$ cat src/rtl/seg_scan_controller_pkg.sv
// Shared types and constants for the 7-segment scan controller.
// Used by the controller and its glyph decoder.
package seg_scan_controller_pkg;

  typedef enum logic [1:0] {
    IDLE  = 2'd0,
    SHOW  = 2'd1,
    BLANK = 2'd2
  } state_t;

  localparam int NUM_ELEMS = 4;

  localparam logic [6:0] SEG_BLANK = 7'b0000000;

  // Element order on the display differs from bus byte order.
  function automatic logic [3:0] elem_sel(
    input logic [15:0] c,
    input logic [1:0]  i
  );
    logic [3:0] e;
    unique case (i)
      2'd0:    e = c[11:8];
      2'd1:    e = c[15:12];
      2'd2:    e = c[3:0];
      default: e = c[7:4];
    endcase
    return e;
  endfunction

endpackage

$ cat src/rtl/seg_scan_controller_seg7_decoder.sv
// Hex-nibble to 7-segment glyph, bit0=a .. bit6=g, active-high.
// Only 0..8 have glyphs; everything else is blank.
module seg7_decoder
  import seg_scan_controller_pkg::*;
(
  input  logic [3:0] value,
  output logic [6:0] seg
);

  // Glyph lookup.
  always_comb begin
    seg = SEG_BLANK;
    unique case (value)
      4'd0:    seg = 7'b0111111;
      4'd1:    seg = 7'b0000110;
      4'd2:    seg = 7'b1011011;
      4'd3:    seg = 7'b1001111;
      4'd4:    seg = 7'b1100110;
      4'd5:    seg = 7'b1101101;
      4'd6:    seg = 7'b1111101;
      4'd7:    seg = 7'b0000111;
      4'd8:    seg = 7'b1111111;
      default: seg = SEG_BLANK;
    endcase
  end

endmodule

$ cat src/rtl/seg_scan_controller.sv
// Scans a 2x2 matrix snapshot onto one 7-segment display.
// Optional macro SEG_SCAN_DP_EN: dp marks digit 0 of each frame.
module seg_scan_controller
  import seg_scan_controller_pkg::*;
#(
  parameter int DWELL_CYCLES = 8,
  parameter int BLANK_CYCLES = 2,
  parameter int CNT_W        = 16
) (
  input  logic        clk,
  input  logic        rst_n,
  input  logic        c_valid,
  output logic        c_ready,
  input  logic [15:0] c_data,
  input  logic        hold,
  output logic [6:0]  seg,
  output logic [1:0]  digit_idx,
  output logic        dp,
  output logic        busy
);

  localparam logic [CNT_W-1:0] DWELL_LAST =
    CNT_W'(DWELL_CYCLES - 1);
  localparam logic [CNT_W-1:0] BLANK_LAST =
    CNT_W'(BLANK_CYCLES - 1);
  localparam logic [1:0] LAST_IDX =
    2'(NUM_ELEMS - 1);

  state_t            state;
  state_t            state_nx;
  logic [1:0]        idx_nx;
  logic [CNT_W-1:0]  cnt;
  logic [CNT_W-1:0]  cnt_nx;
  logic [15:0]       snap;
  logic [15:0]       snap_nx;
  logic [3:0]        elem;
  logic [6:0]        glyph;
  logic              fire;

  // Ready in IDLE and on the last blank cycle before wrap.
  assign c_ready = (state == IDLE) ||
                   (state == BLANK &&
                    digit_idx == LAST_IDX &&
                    cnt == BLANK_LAST);

  assign fire = c_valid && c_ready;
  assign busy = (state != IDLE);

  // Next state; a handshake overrides hold.
  always_comb begin
    state_nx = state;
    idx_nx   = digit_idx;
    cnt_nx   = cnt;
    snap_nx  = snap;
    if (fire) begin
      snap_nx  = c_data;
      idx_nx   = 2'd0;
      cnt_nx   = '0;
      state_nx = SHOW;
    end else if (!hold) begin
      unique case (state)
        IDLE: state_nx = IDLE;
        SHOW: begin
          if (cnt == DWELL_LAST) begin
            cnt_nx   = '0;
            state_nx = BLANK;
          end else begin
            cnt_nx = cnt + CNT_W'(1);
          end
        end
        BLANK: begin
          if (cnt == BLANK_LAST) begin
            cnt_nx   = '0;
            state_nx = SHOW;
            if (digit_idx == LAST_IDX)
              idx_nx = 2'd0;
            else
              idx_nx = digit_idx + 2'd1;
          end else begin
            cnt_nx = cnt + CNT_W'(1);
          end
        end
        default: state_nx = IDLE;
      endcase
    end
  end

  assign elem = elem_sel(snap_nx, idx_nx);

  seg7_decoder u_dec (
    .value (elem),
    .seg   (glyph)
  );

  // State, snapshot and registered segment drive.
  always_ff @(posedge clk or negedge rst_n) begin
    if (!rst_n) begin
      state     <= IDLE;
      digit_idx <= 2'd0;
      cnt       <= '0;
      snap      <= 16'h0000;
      seg       <= SEG_BLANK;
    end else begin
      state     <= state_nx;
      digit_idx <= idx_nx;
      cnt       <= cnt_nx;
      snap      <= snap_nx;
      seg       <= (state_nx == SHOW) ? glyph : SEG_BLANK;
    end
  end

`ifdef SEG_SCAN_DP_EN
  // Decimal point flags the first element of the frame.
  always_ff @(posedge clk or negedge rst_n) begin
    if (!rst_n)
      dp <= 1'b0;
    else
      dp <= (state_nx == SHOW) && (idx_nx == 2'd0);
  end
`else
  assign dp = 1'b0;
`endif

endmodule

$ cat config.mk
export PLATFORM = sky130hd
export DESIGN_NAME = seg_scan_controller
export DESIGN_NICKNAME = d
export VERILOG_FILES = /design/src/rtl/seg_scan_controller_pkg.sv /design/src/rtl/seg_scan_controller_seg7_decoder.sv /design/src/rtl/seg_scan_controller.sv
export SDC_FILE = /design/constraint.sdc
export NUM_CORES = 1
export LEC_CHECK = 0
export ABC_AREA = 1
export CAP_MARGIN = 20
export CORE_ASPECT_RATIO = 2
export CORE_MARGIN = 2
export CORE_UTILIZATION = 50
export CTS_BUF_LIST = sky130_fd_sc_hd__clkbuf_8
export CTS_CLUSTER_DIAMETER = 200
export DETAILED_ROUTE_END_ITERATION = 12
export GPL_ROUTABILITY_DRIVEN = 0
export PLACE_DENSITY = 0.72
export RECOVER_POWER = 50
export SLEW_MARGIN = 20
export SYNTH_ARGS = -nofsm -noshare
export SYNTH_HDL_FRONTEND = slang
export SYNTH_SLANG_ARGS = --single-unit
$ cat constraint.sdc
create_clock -name clk -period 2.65 [get_ports clk]
set_input_delay 0.3975 -clock clk [delete_from_list [all_inputs] [get_ports clk]]
set_output_delay 0.3975 -clock clk [all_outputs]
set_load 0.02 [all_outputs]
==> flow_summary.ini, run 1 <==
[clock_network]
cts.sinks = 43
root_buffer = clkbuf_8
cts_tree = done
cts_made_buffers = 5
cts_buffer_depth = 2
clk_pin_slew_ps = 90
htreeDepth = 2
clk_latency_ps = 290
postCtsSetupBuffers = 0

[yosys]
avgSynthCellArea_sq_um = 8.04
synth-compound-area-share_pct = 6.88
synth_area_sq_um = 2470
synthMostInstantiatedCell = nand2_1
synth_adder_area_share_pct = 5.56
synth_cells = 308
synth_edf_count = 0
synth-simple-area-share_pct = 35.9
yosys_warnings = 0
yosysTopAreaCellShare_pct = 43.5
async_flop_share_pct = 100
synth_area_leader_cell = dfrtp_1
ys.flop_type = dfrtp_1
ys_seq_area_share_pct = 43.5
synthXorXnorAreaFrac_pct = 0.354
syn-num-nets = 339
ys_types = 35
ys_seq_elements = 43
synth_top_family_by_area = simple AND/OR/NAND/NOR gates
yosys-top-cells-count = 75 x nand2_1, 43 x dfrtp_1, 42 x nor2_1
synthMuxAreaShare_pct = 0
ys_top_cells_by_area = dfrtp_1 43%, nand2_1 11%, nor2_1 6.4%

[status]
outcome = completed

[timing]
worst_pin_slew_ps = 1080
hold_viol = 0
finalSetupViolCount = 0
setup_tns_ps = 0
fin_skew_ps = 8.61
fmax_mhz = 404
period_minus_slack_ps = 2470
slew_viol_final = 0
relSlewSlack_pct = 28.2
hold_slack_ps = 295
min_period_over_period_pct = 93.4
rsz0062_at_grt = yes

[setup_path]
reg2reg_depth = 18
reg2reg_slack_ps = 180
r2r_end = seg[4]$_DFF_PN0_
cp_data_required_time_ps = 2880
endpoint_kind = register
r2r_start = state[0]$_DFF_PN0_
cp_max_fo = 11
critPathLaunchType = register
arrival_ps = 2700
crit_type = reg -> reg

[drt]
wl_per_cell_microns = 13.7
dr.pass1.iters = 4
drt-vias-per-instance = 5.25
routed_wirelength_microns = 5560
first_iter_violations = 28
drc = 0
postRouteAntennaNets = 0
vias = 2131

[power]
clkPwrFrac_pct = 18.1
seqPwrFrac_pct = 32.8
worst_ir_drop_vdd_uv = 543
internal_power_mw = 1.72
p_per_area_nw_per_um2 = 965
swShare_pct = 41.0
p_leak_nw = 1.48
switching_power_mw = 1.20
p_comb_share_pct = 49.1

[layout]
stdcell_area_sq_um = 3030
antenna_cells = 0
layout-drive-gt1-share_pct = 16.9
area_growth_syn_to_layout_pct = 22.3
final_nets = 379

[floorplan]
die-area_sq_um = 5560
initial_core_util_pct = 51.3
die_w_microns = 53.8
die_h_microns = 103
rows = 36
ios = 32
core-area_sq_um = 4820

[place]
place_area_sq_um = 2850
dpl.hpwl_microns = 4290
port_buffers = 30

[global_route]
grt_pass1_vias = 2167
grt_first_pass_wirelength_microns = 9070
grt_max_degree = 44
gr-total-overflow = 0
antenna_found_initial = 0
grtUsageTotal_pct = 22.2

[worst_hold_path]
min_path_type = in -> async

[job]
drv_cap = 0
## layer usage
| metal | vias to the layer above | GRT usage, % | share of wire [%] |
|---|---|---|---|
| li1 | 1065 | - | - |
| met1 | 1019 | 21.4 | 34 |
| met2 | 37 | 43.3 | 62 |
| met3 | 10 | 3.16 | 1.9 |
| met4 | 0 | 9.86 | 2.0 |
| met5 | - | 0 | 0 |
## state kept, by name (all words and copies together), names as in the netlist
name	flops
state	2
cnt	16
seg	7
snap	16
digit_idx	2
## cell usage in the layout (no fill, tap or decap), types with 2 or more instances in the layout
cell / instances
a21oi_1: 12
a221oi_1: 3
buf_4: 10
clkbuf_8: 6
clkdlybuf4s50_1: 28
dfrtp_1: 43
ha_1: 10
inv_1: 29
inv_2: 2
nand2_1: 71
nand2_2: 11
nand2_4: 6
nand3_1: 29
nand3_2: 4
nand4_1: 2
nor2_1: 40
nor2_2: 4
nor2_4: 4
nor3_1: 5
o21ai_0: 6
o21ai_1: 2
or2_2: 2
## cells by family (layout without fill, tap and decap cells)
logic type,Yosys count,count (layout)
buffers and inverters,39,80
xor gates and xnor gates,1,1
DFF,43,43
other,1,1
and+or+nand+nor,184,184
adders and majority gates,11,11
AOI/OAI and AO/OA,29,29
## worst max path at each step
| stage | startpoint | slack [ps] | end | cells past startpoint |
|---|---|---|---|---|
| 2_1_floorplan | cnt[1]$_DFFE_PN0P_ | 270 | seg[3]$_DFF_PN0_ | 19 |
| 3_3_place_gp | hold | 140 | seg[6]$_DFF_PN0_ | 16 |
| 3_5_place_dp | hold | 30 | seg[6]$_DFF_PN0_ | 16 |
| 4_1_cts | state[0]$_DFF_PN0_ | 20 | seg[3]$_DFF_PN0_ | 18 |
| 5_1_grt | cnt[1]$_DFFE_PN0P_ | -70 | seg[6]$_DFF_PN0_ | 18 |
| 6_report | state[0]$_DFF_PN0_ | 180 | seg[4]$_DFF_PN0_ | 18 |
## power by group through the flow
stage / sequential [mW] / combinational, mW / clock (mW)
6_report: 0.957 / 1.43 / 0.530
5_1_grt: 0.982 / 1.60 / 0.565
4_1_cts: 0.957 / 1.39 / 0.539
3_5_place_dp: 0.969 / 1.38 / 0
3_3_place_gp: 0.962 / 1.35 / 0
2_1_floorplan: 1.01 / 0.907 / 0
## cell type report
type,count,area (sq um)
Sequential cell,43,1080
Clock inverter,2,35.0
Fill cell,444,1790
Clock buffer,6,82.6
Inverter,32,125
Timing Repair Buffer,40,373
Tap cell,57,71.3
Multi-Input combinational cell,226,1260
## metrics by stage
stage,instances,utilization [%],setup slack (ps),power [mW]
6_report,406,62.8,176,2.92
5_1_grt,406,62.8,-67.3,3.15
4_1_cts,406,61.5,22.8,2.88
3_5_place_dp,398,59.1,29.0,2.35
3_3_place_gp,398,59.1,138,2.31
2_1_floorplan,308,-,271,1.92
## critical path, stage by stage (launching register included)
cell,delay (ps)
dfrtp_1,400
inv_1,120
ha_2,240
nand2_1,80
inv_1,70
nand3_2,100
nand2_4,110
nand2_8,90
buf_4,190
nand2_2,60
nand2_2,50
nand3_1,140
nand4_4,150
inv_2,100
ha_1,190
nand2_4,70
nand2_4,70
nand2_4,70
nor2_1,110
## what timing repair did
item | 4_1_cts | 5_1_grt
hold buffers | 0 | 0
endpoints found under the setup margin | 0 | 8
gates resized for setup | 0 | 17
Note: power is estimated with default switching activity, not from simulation.
==> run 2, diff against run 1 <==
--- a/config.mk
+++ b/config.mk
@@ -14,7 +14,7 @@
 export CTS_CLUSTER_DIAMETER = 200
 export DETAILED_ROUTE_END_ITERATION = 12
 export GPL_ROUTABILITY_DRIVEN = 0
-export PLACE_DENSITY = 0.72
+export PLACE_DENSITY_LB_ADDON = 0.12
 export RECOVER_POWER = 50
 export SLEW_MARGIN = 20
 export SYNTH_ARGS = -nofsm -noshare
==> constraint.sdc (replaced) <==
create_clock -name clk -period 3.1 [get_ports clk]
set_input_delay 0.465 -clock clk [delete_from_list [all_inputs] [get_ports clk]]
set_output_delay 0.465 -clock clk [all_outputs]
set_load 0.02 [all_outputs]
==> flow_summary.ini, run 2 (synthesis results as in run 1) <==
[setup_path]
cp_common_cell = nand2_1
critPathSlowestCell = dfrtp_1
reg2reg_slack_ps = 330
max_stage_delay_ps = 390
cp-startpoint = state[0]$_DFF_PN0_
endpoint_kind = register
arrival_ps = 2970
r2r_end = seg[6]$_DFF_PN0_
crit_end = seg[6]$_DFF_PN0_
reg2reg_depth = 20
cp_data_required_time_ps = 3300
r2r_start = state[0]$_DFF_PN0_
critPathLaunchType = register
crit_type = reg -> reg
cp_max_fo = 21
crit_chain = inv_1, ha_1, nand2_1, inv_1, nand3_2, nand2_4, nand2_4, inv_2, nand2_1, nand3_1, nand2_1, nand3_1, nand2_1, inv_1, ha_1, inv_1, nand3_1, nand2_1, nor2_1, nor2_1

[timing]
hold_viol = 0
fin_skew_ps = 5.55
period_minus_slack_ps = 2770
hold_slack_ps = 477
setup_tns_ps = 0
rsz0062_at_grt = no
fmax_mhz = 361
relSlewSlack_pct = -54.0
worst_pin_slew_ps = 2310
fin_ws_ps = 328
slew_viol_final = 44
finalSetupViolCount = 0
min_period_over_period_pct = 89.4

[status]
outcome = complete, but fails checks
violations = max-capacitance violations, max-slew violations

[power]
switching_power_mw = 0.963
swShare_pct = 42.3
seqPwrFrac_pct = 36.4
clkPwrFrac_pct = 16.6
p_comb_share_pct = 47.0
worst_ir_drop_vdd_uv = 565
power_mw = 2.28
p_leak_nw = 1.42
p_per_area_nw_per_um2 = 792
internal_power_mw = 1.31

[drt]
first_iter_violations = 35
routed_wirelength_microns = 5250
drt-vias-per-instance = 5.06
wl_per_cell_microns = 13.2
dr.pass1.iters = 4
postRouteAntennaNets = 0
drc = 0
vias = 2009

[clock_network]
cts.sinks = 43
cts_hold_buf = 0
cts_made_buffers = 5
clk_pin_slew_ps = 80
htreeDepth = 2
cts.repair.resized = 0
cts_tree = done
cts_buffer_depth = 2
clk_latency_ps = 300
root_buffer = clkbuf_8
postCtsSetupBuffers = 0

[floorplan]
rows = 36
initial_core_util_pct = 51.3
die-area_sq_um = 5560
die_h_microns = 103
die_w_microns = 53.8
ios = 32
core-area_sq_um = 4820

[global_route]
grt_pass1_vias = 1983
antenna_found_initial = 0
gr-total-overflow = 0
grt_max_degree = 44
grtUsageTotal_pct = 21.7
grt_first_pass_wirelength_microns = 8600

[place]
place_ws_ps = 273
port_buffers = 30
dp_cells = 389
dpl.hpwl_microns = 4090

[layout]
mostFrequentLayoutCells = 75 x nand2_1, 43 x dfrtp_1, 42 x nor2_1
layout_commonest_cell = nand2_1
layout-drive-gt1-share_pct = 11.5
area_growth_syn_to_layout_pct = 16.1
reg.largest.list = cnt (16), snap (16), seg (7)
stdcell_count = 397
final_nets = 370
antenna_cells = 0

[worst_hold_path]
min_path_type = reg -> reg
hp-start = snap[2]$_DFF_PN0_

[job]
drv_cap = 1
==> run 2: cell type report <==
cell class	instances	area, sq um
Inverter	32	120
Fill cell	432	1950
Timing Repair Buffer	31	302
Clock inverter	2	12.5
Clock buffer	6	82.6
Multi-Input combinational cell	226	1210
Sequential cell	43	1080
Tap cell	57	71.3
==> run 2: metal layers <==
layer	GRT usage (%)	wire [microns]
met1	20.8	1900
met2	41.2	3140
met3	4.02	108
met4	10.8	108
met5	0	0
==> run 2: power groups by stage <==
| stage | logic, mW | clock network (mW) | registers, mW |
|---|---|---|---|
| floorplan | 0.775 | 0 | 0.865 |
| global placement | 1.08 | 0 | 0.836 |
| detailed placement | 1.09 | 0 | 0.842 |
| CTS | 1.09 | 0.389 | 0.831 |
| global route | 1.21 | 0.413 | 0.850 |
| finish | 1.07 | 0.378 | 0.828 |
==> run 2: worst min path at each step <==
stage,endpoint,slack [ps],cells past startpoint
after global routing,snap[0]$_DFF_PN0_,500,2
after global placement,snap[0]$_DFF_PN0_,450,2
after floorplan,cnt[0]$_DFFE_PN0P_,170,0
after detailed placement,snap[2]$_DFF_PN0_,460,2
final,snap[2]$_DFF_PN0_,480,2
after CTS,digit_idx[0]$_DFF_PN0_,350,1
==> run 2: per-stage QoR <==
step	util, %	instance area, sq um
after floorplan	-	2470
after detailed placement	57.7	2780
after CTS	59.7	2880
after global routing	59.6	2870
final	59.6	2870
after global placement	57.7	2780
==> run 2: worst max-delay path, delay by kind of cell, from the launching register on <==
family        cells  cell delay [ps]
buf+inv           5              590
fa+ha+maj         2              400
simple gates     13             1280
flops             1              390
==> run 3, diff against run 2 <==
--- a/config.mk
+++ b/config.mk
@@ -12,6 +12,7 @@
 export CORE_UTILIZATION = 50
 export CTS_BUF_LIST = sky130_fd_sc_hd__clkbuf_8
 export CTS_CLUSTER_DIAMETER = 200
+export CTS_CLUSTER_SIZE = 14
 export DETAILED_ROUTE_END_ITERATION = 12
 export GPL_ROUTABILITY_DRIVEN = 0
 export PLACE_DENSITY_LB_ADDON = 0.12
==> results of run 3 <==
The final DEF is identical to that of run 2; final timing and power are the same.
==> RTL edit 1: new RTL, settings of run 2 <==
One comparison of `cnt` changes from == to >=.
--- a/src/rtl/seg_scan_controller.sv
+++ b/src/rtl/seg_scan_controller.sv
@@ -61,7 +61,7 @@
       unique case (state)
         IDLE: state_nx = IDLE;
         SHOW: begin
-          if (cnt == DWELL_LAST) begin
+          if (cnt >= DWELL_LAST) begin
             cnt_nx   = '0;
             state_nx = BLANK;
           end else begin
Formal check against the unedited RTL: same outputs for any inputs over 10 cycles, from zero or initial values and one cycle with rst_n low; that may be too few to reach the edited logic, so the function may still have changed.
==> RTL edit 1 against run 2 <==
- critical path type unchanged
- critical endpoint is now seg[3]
- wire length is 3.1% higher
- sequential power is 4.3% lower
- non-clock buffer count is 2 higher
- the run still ends with capacitance limit, slew limit left
- worst setup slack gained 0.067 ns
- total power grew 1.9%
- synthesized area increased by 0.71%
- final area up 1.1%
- critical path depth down 2
- sequential cell count did not move
==> RTL edit 1: results <==
INSERT INTO impl_metrics (metric_group, metric, value, unit) VALUES
('layout', 'final_nets', '380', ''),
('outcome', 'run_status', 'finished, violations left', ''),
('power', 'worst_ir_drop_vdd', '531', 'uV'),
('outcome', 'violations', 'capacitance limit, slew limit', ''),
('critical_path', 'largest_fanout_on_the_critical_path', '13', ''),
('global_route', 'grt_pass1_vias', '2076', ''),
('placed_design', 'placed_cells', '399', ''),
('logic_synthesis', 'synth_nets', '347', ''),
('critical_path', 'critical_path_arrival', '2.94', 'ns'),
('sta', 'final-max-slew-violation-count', '44', ''),
('routing', 'initialDrtViolationCount', '30', ''),
('layout', 'drive_above_1_share', '14.0', '%'),
('sta', 'worstMarginPinSlew', '2.31', 'ns'),
('logic_synthesis', 'synth_fa_ha_area_share', '5.52', '%'),
('routing', 'post_drt_wl_per_cell', '13.3', 'um'),
('global_route', 'grt_usage', '21.9', '%'),
('logic_synthesis', 'post_synth_most_frequent_cells', 'sky130_fd_sc_hd__nand2_1, sky130_fd_sc_hd__dfrtp_1, sky130_fd_sc_hd__nor2_1', ''),
('layout', 'fillerInstances', '445', ''),
('flow_run', 'drv_cap', '1', ''),
('global_route', 'grt_first_pass_wirelength', '8.97', 'mm');
==> RTL edit 1: worst max-delay path: stages, from the launching register on <==
cell                      delay, ns
sky130_fd_sc_hd__dfrtp_1       0.39
sky130_fd_sc_hd__inv_1         0.10
sky130_fd_sc_hd__ha_1          0.17
sky130_fd_sc_hd__nand2_1       0.07
sky130_fd_sc_hd__nor2_2        0.17
sky130_fd_sc_hd__nand3_2       0.12
sky130_fd_sc_hd__nand2_4       0.14
sky130_fd_sc_hd__nand2_4       0.12
sky130_fd_sc_hd__buf_4         0.23
sky130_fd_sc_hd__nand2_1       0.07
sky130_fd_sc_hd__nand2_1       0.07
sky130_fd_sc_hd__nand3_1       0.09
sky130_fd_sc_hd__nand3_1       0.08
sky130_fd_sc_hd__nand2_1       0.15
sky130_fd_sc_hd__inv_1         0.09
sky130_fd_sc_hd__ha_1          0.27
sky130_fd_sc_hd__nor2_1        0.16
sky130_fd_sc_hd__nor2_1        0.07
sky130_fd_sc_hd__nor2_1        0.09
==> RTL edit 1: area by class of cell <==
cell class	count	area share, %
Clock inverter	3	0.689
Clock buffer	5	2.37
Sequential cell	43	37.0
Inverter	38	4.91
Timing Repair Buffer	33	10.9
Tap cell	57	2.45
Multi-Input combinational cell	228	41.7
==> RTL edit 1: path summary, 6_finish.rpt <==
kind                          from       to  slack (ns)  depth (start not counted)
max                         cnt[1]   seg[3]        0.40                         18
min                        snap[2]  snap[2]        0.48                          2
min reg2reg                snap[2]  snap[2]        0.48                          2
max reg2reg                 cnt[1]   seg[3]        0.40                         18
max in group asynchronous    rst_n  cnt[12]        0.93                          1
min in group asynchronous    rst_n   cnt[5]        0.84                          1
==> RTL edit 1: logic make-up (layout without fill, tap and decap cells) <==
family | after synthesis | in the layout
compound gates | 24 | 24
fa+ha+maj | 11 | 11
flops | 43 | 43
other cells | 1 | 1
buf+inv | 45 | 79
simple gates | 192 | 192
==> RTL edit 1: power by group through the flow <==
stage	sequential, W	combinational, W	clock [W]
2_1_floorplan	0.000836	0.000833	0
5_1_grt	0.000805	0.00131	0.000385
6_report	0.000792	0.00117	0.000361
3_5_place_dp	0.000805	0.00118	0
4_1_cts	0.000793	0.00119	0.000370
3_3_place_gp	0.000800	0.00116	0
==> RTL edit 1: per-stage QoR <==
step / hold slack [ns] / utilization, % / setup WS, ns
6_report: 0.479 / 60.3 / 0.395
3_5_place_dp: 0.458 / 58.5 / 0.294
5_1_grt: 0.498 / 60.3 / 0.171
4_1_cts: 0.342 / 60.3 / 0.353
2_1_floorplan: 0.169 / - / 0.681
3_3_place_gp: 0.454 / 58.5 / 0.390
==> RTL edit 1: per-layer routing <==
layer / global-route usage (%) / part of all wire [%]
met5: 0 / 0
met4: 11.9 / 4.0
met3: 3.46 / 2.1
met2: 40.6 / 59
met1: 20.7 / 35
==> RTL edit 2: new RTL, settings of run 2 <==
Made on the original files. Set the parameter `CNT_W` to 32 (it was 16).
--- a/src/rtl/seg_scan_controller.sv
+++ b/src/rtl/seg_scan_controller.sv
@@ -5,7 +5,7 @@
 #(
   parameter int DWELL_CYCLES = 8,
   parameter int BLANK_CYCLES = 2,
-  parameter int CNT_W        = 16
+  parameter int CNT_W        = 32
 ) (
   input  logic        clk,
   input  logic        rst_n,
Check against the original RTL: no difference found for any inputs over 10 cycles, from zero or initial values and one cycle with rst_n low; that may be too few to reach the edited logic, so the function may still have changed.
==> RTL edit 2 against run 2 <==
- total power up 28%
- worst setup slack better by 0.056 ns
- wire length up 37%
- cell count up 45%
- sequential power up 23%
- count of clock-buffer cells in the layout up 7
- synthesized area up 41%
- combinational power up 16%
- via count up 45%
- critical path depth down 3
- final area up 42%
- sequential cell count up 16
==> RTL edit 2: results <==
INSERT INTO impl_metrics (metric_group, metric, value, unit) VALUES
('outcome', 'run_status', 'completed', ''),
('logic_synthesis', 'synth_top_cells_by_area', 'sky130_fd_sc_hd__dfrtp_1, sky130_fd_sc_hd__nand2_1, sky130_fd_sc_hd__nor2_1', ''),
('layout', 'fillerInstances', '612', ''),
('critical_path', 'timing.reg2reg.worst_path_depth', '17', ''),
('logic_synthesis', 'synth.distinct_cells', '40', ''),
('global_route', 'grt_pass1_vias', '2716', ''),
('global_route', 'maximum_number_of_pins_on_one_net_before_global_route_repair', '30', ''),
('layout', 'regs_by_ff_count', 'cnt x32, snap x16, seg x7', ''),
('critical_path', 'cp-startpoint', 'cnt[24]', ''),
('logic_synthesis', 'synth.yosys.seq_area_share', '42.3', '%'),
('clocking', 'cts-buffers-inserted', '9', ''),
('global_route', 'grt_first_pass_wirelength', '12.6', 'mm'),
('layout', 'drive_above_1_share', '13.8', '%'),
('clocking', 'htree_levels', '3', ''),
('power', 'p_leak', '1.98', 'nW'),
('routing', 'finalWirelength', '7.18', 'mm'),
('logic_synthesis', 'synth_fa_ha_area_share', '3.94', '%'),
('logic_synthesis', 'synth_area_in_compound_gates', '7.13', '%'),
('logic_synthesis', 'post_synth_most_frequent_cells', 'sky130_fd_sc_hd__nand2_1, sky130_fd_sc_hd__nor2_1, sky130_fd_sc_hd__dfrtp_1', ''),
('critical_path', 'largest_fanout_on_the_critical_path', '9', '');
[RTL edit 2: cell types whose count changed in the layout (fill, tap and decap cells not counted), moves of 8 or more]
cell,change
sky130_fd_sc_hd__dfrtp_1,+16
sky130_fd_sc_hd__nor2_1,+27
sky130_fd_sc_hd__nand3_1,-8
sky130_fd_sc_hd__nor3_1,+14
sky130_fd_sc_hd__nand2_1,+27
sky130_fd_sc_hd__inv_1,+9
sky130_fd_sc_hd__nand4_1,+9
[RTL edit 2: logic make-up after synthesis]
family / after synthesis
and+or+nand+nor: 271
DFF: 59
buffers and inverters: 49
AOI/OAI and AO/OA: 40
adders and majority gates: 11
xor gates and xnor gates: 7
other: 1
[RTL edit 2: area by class of cell]
class / count / area share (%)
multi-input cells: 330 / 44.3
flip-flops and latches: 59 / 36.1
repair buffers: 36 / 8.11
clock buffers: 13 / 4.38
inverters: 43 / 4.01
well taps: 90 / 2.75
clock inverters: 3 / 0.306
[RTL edit 2: worst max-delay path: cells and delay by family, from the launching register on]
kind | cells | cell delay, ns
flip-flops | 1 | 0.44
AO/OA/AOI/OAI | 1 | 0.32
AND/OR/NAND/NOR | 13 | 1.28
adder cells (fa/ha/maj) | 1 | 0.30
buffers and inverters | 2 | 0.31
[RTL edit 2: through the flow]
step	cells	util, %	instance area (um2)	setup slack, ns
floorplan	438	-	3490	0.574
global placement	558	57.0	3900	0.282
detailed placement	558	57.0	3900	0.284
CTS	574	59.8	4090	0.274
global route	574	59.8	4090	0.0430
finish	574	59.8	4090	0.384
[RTL edit 2: power by group]
part           switching, W  total [W]  internal (W)
clock network      0.000286   0.000656      0.000370
registers         0.0000787    0.00102      0.000938
logic              0.000785    0.00124      0.000451
[RTL edit 2: final timing paths]
check | endpoint | slack (ns)
worst min register to register | snap[5] | 0.47
max in group asynchronous | snap[14] | 1.00
worst min-delay path | cnt[19] | 0.23
min in group clk | snap[5] | 0.47
worst max-delay path | seg[3] | 0.38
worst max register to register | seg[3] | 0.38
[RTL edit 2: per-layer routing]
layer	track usage, %	up-vias	share of wire (%)
li1	-	1512	-
met1	29.6	1337	48
met2	31.3	45	46
met3	4.43	12	3.2
met4	10.0	0	2.0
met5	0	-	0
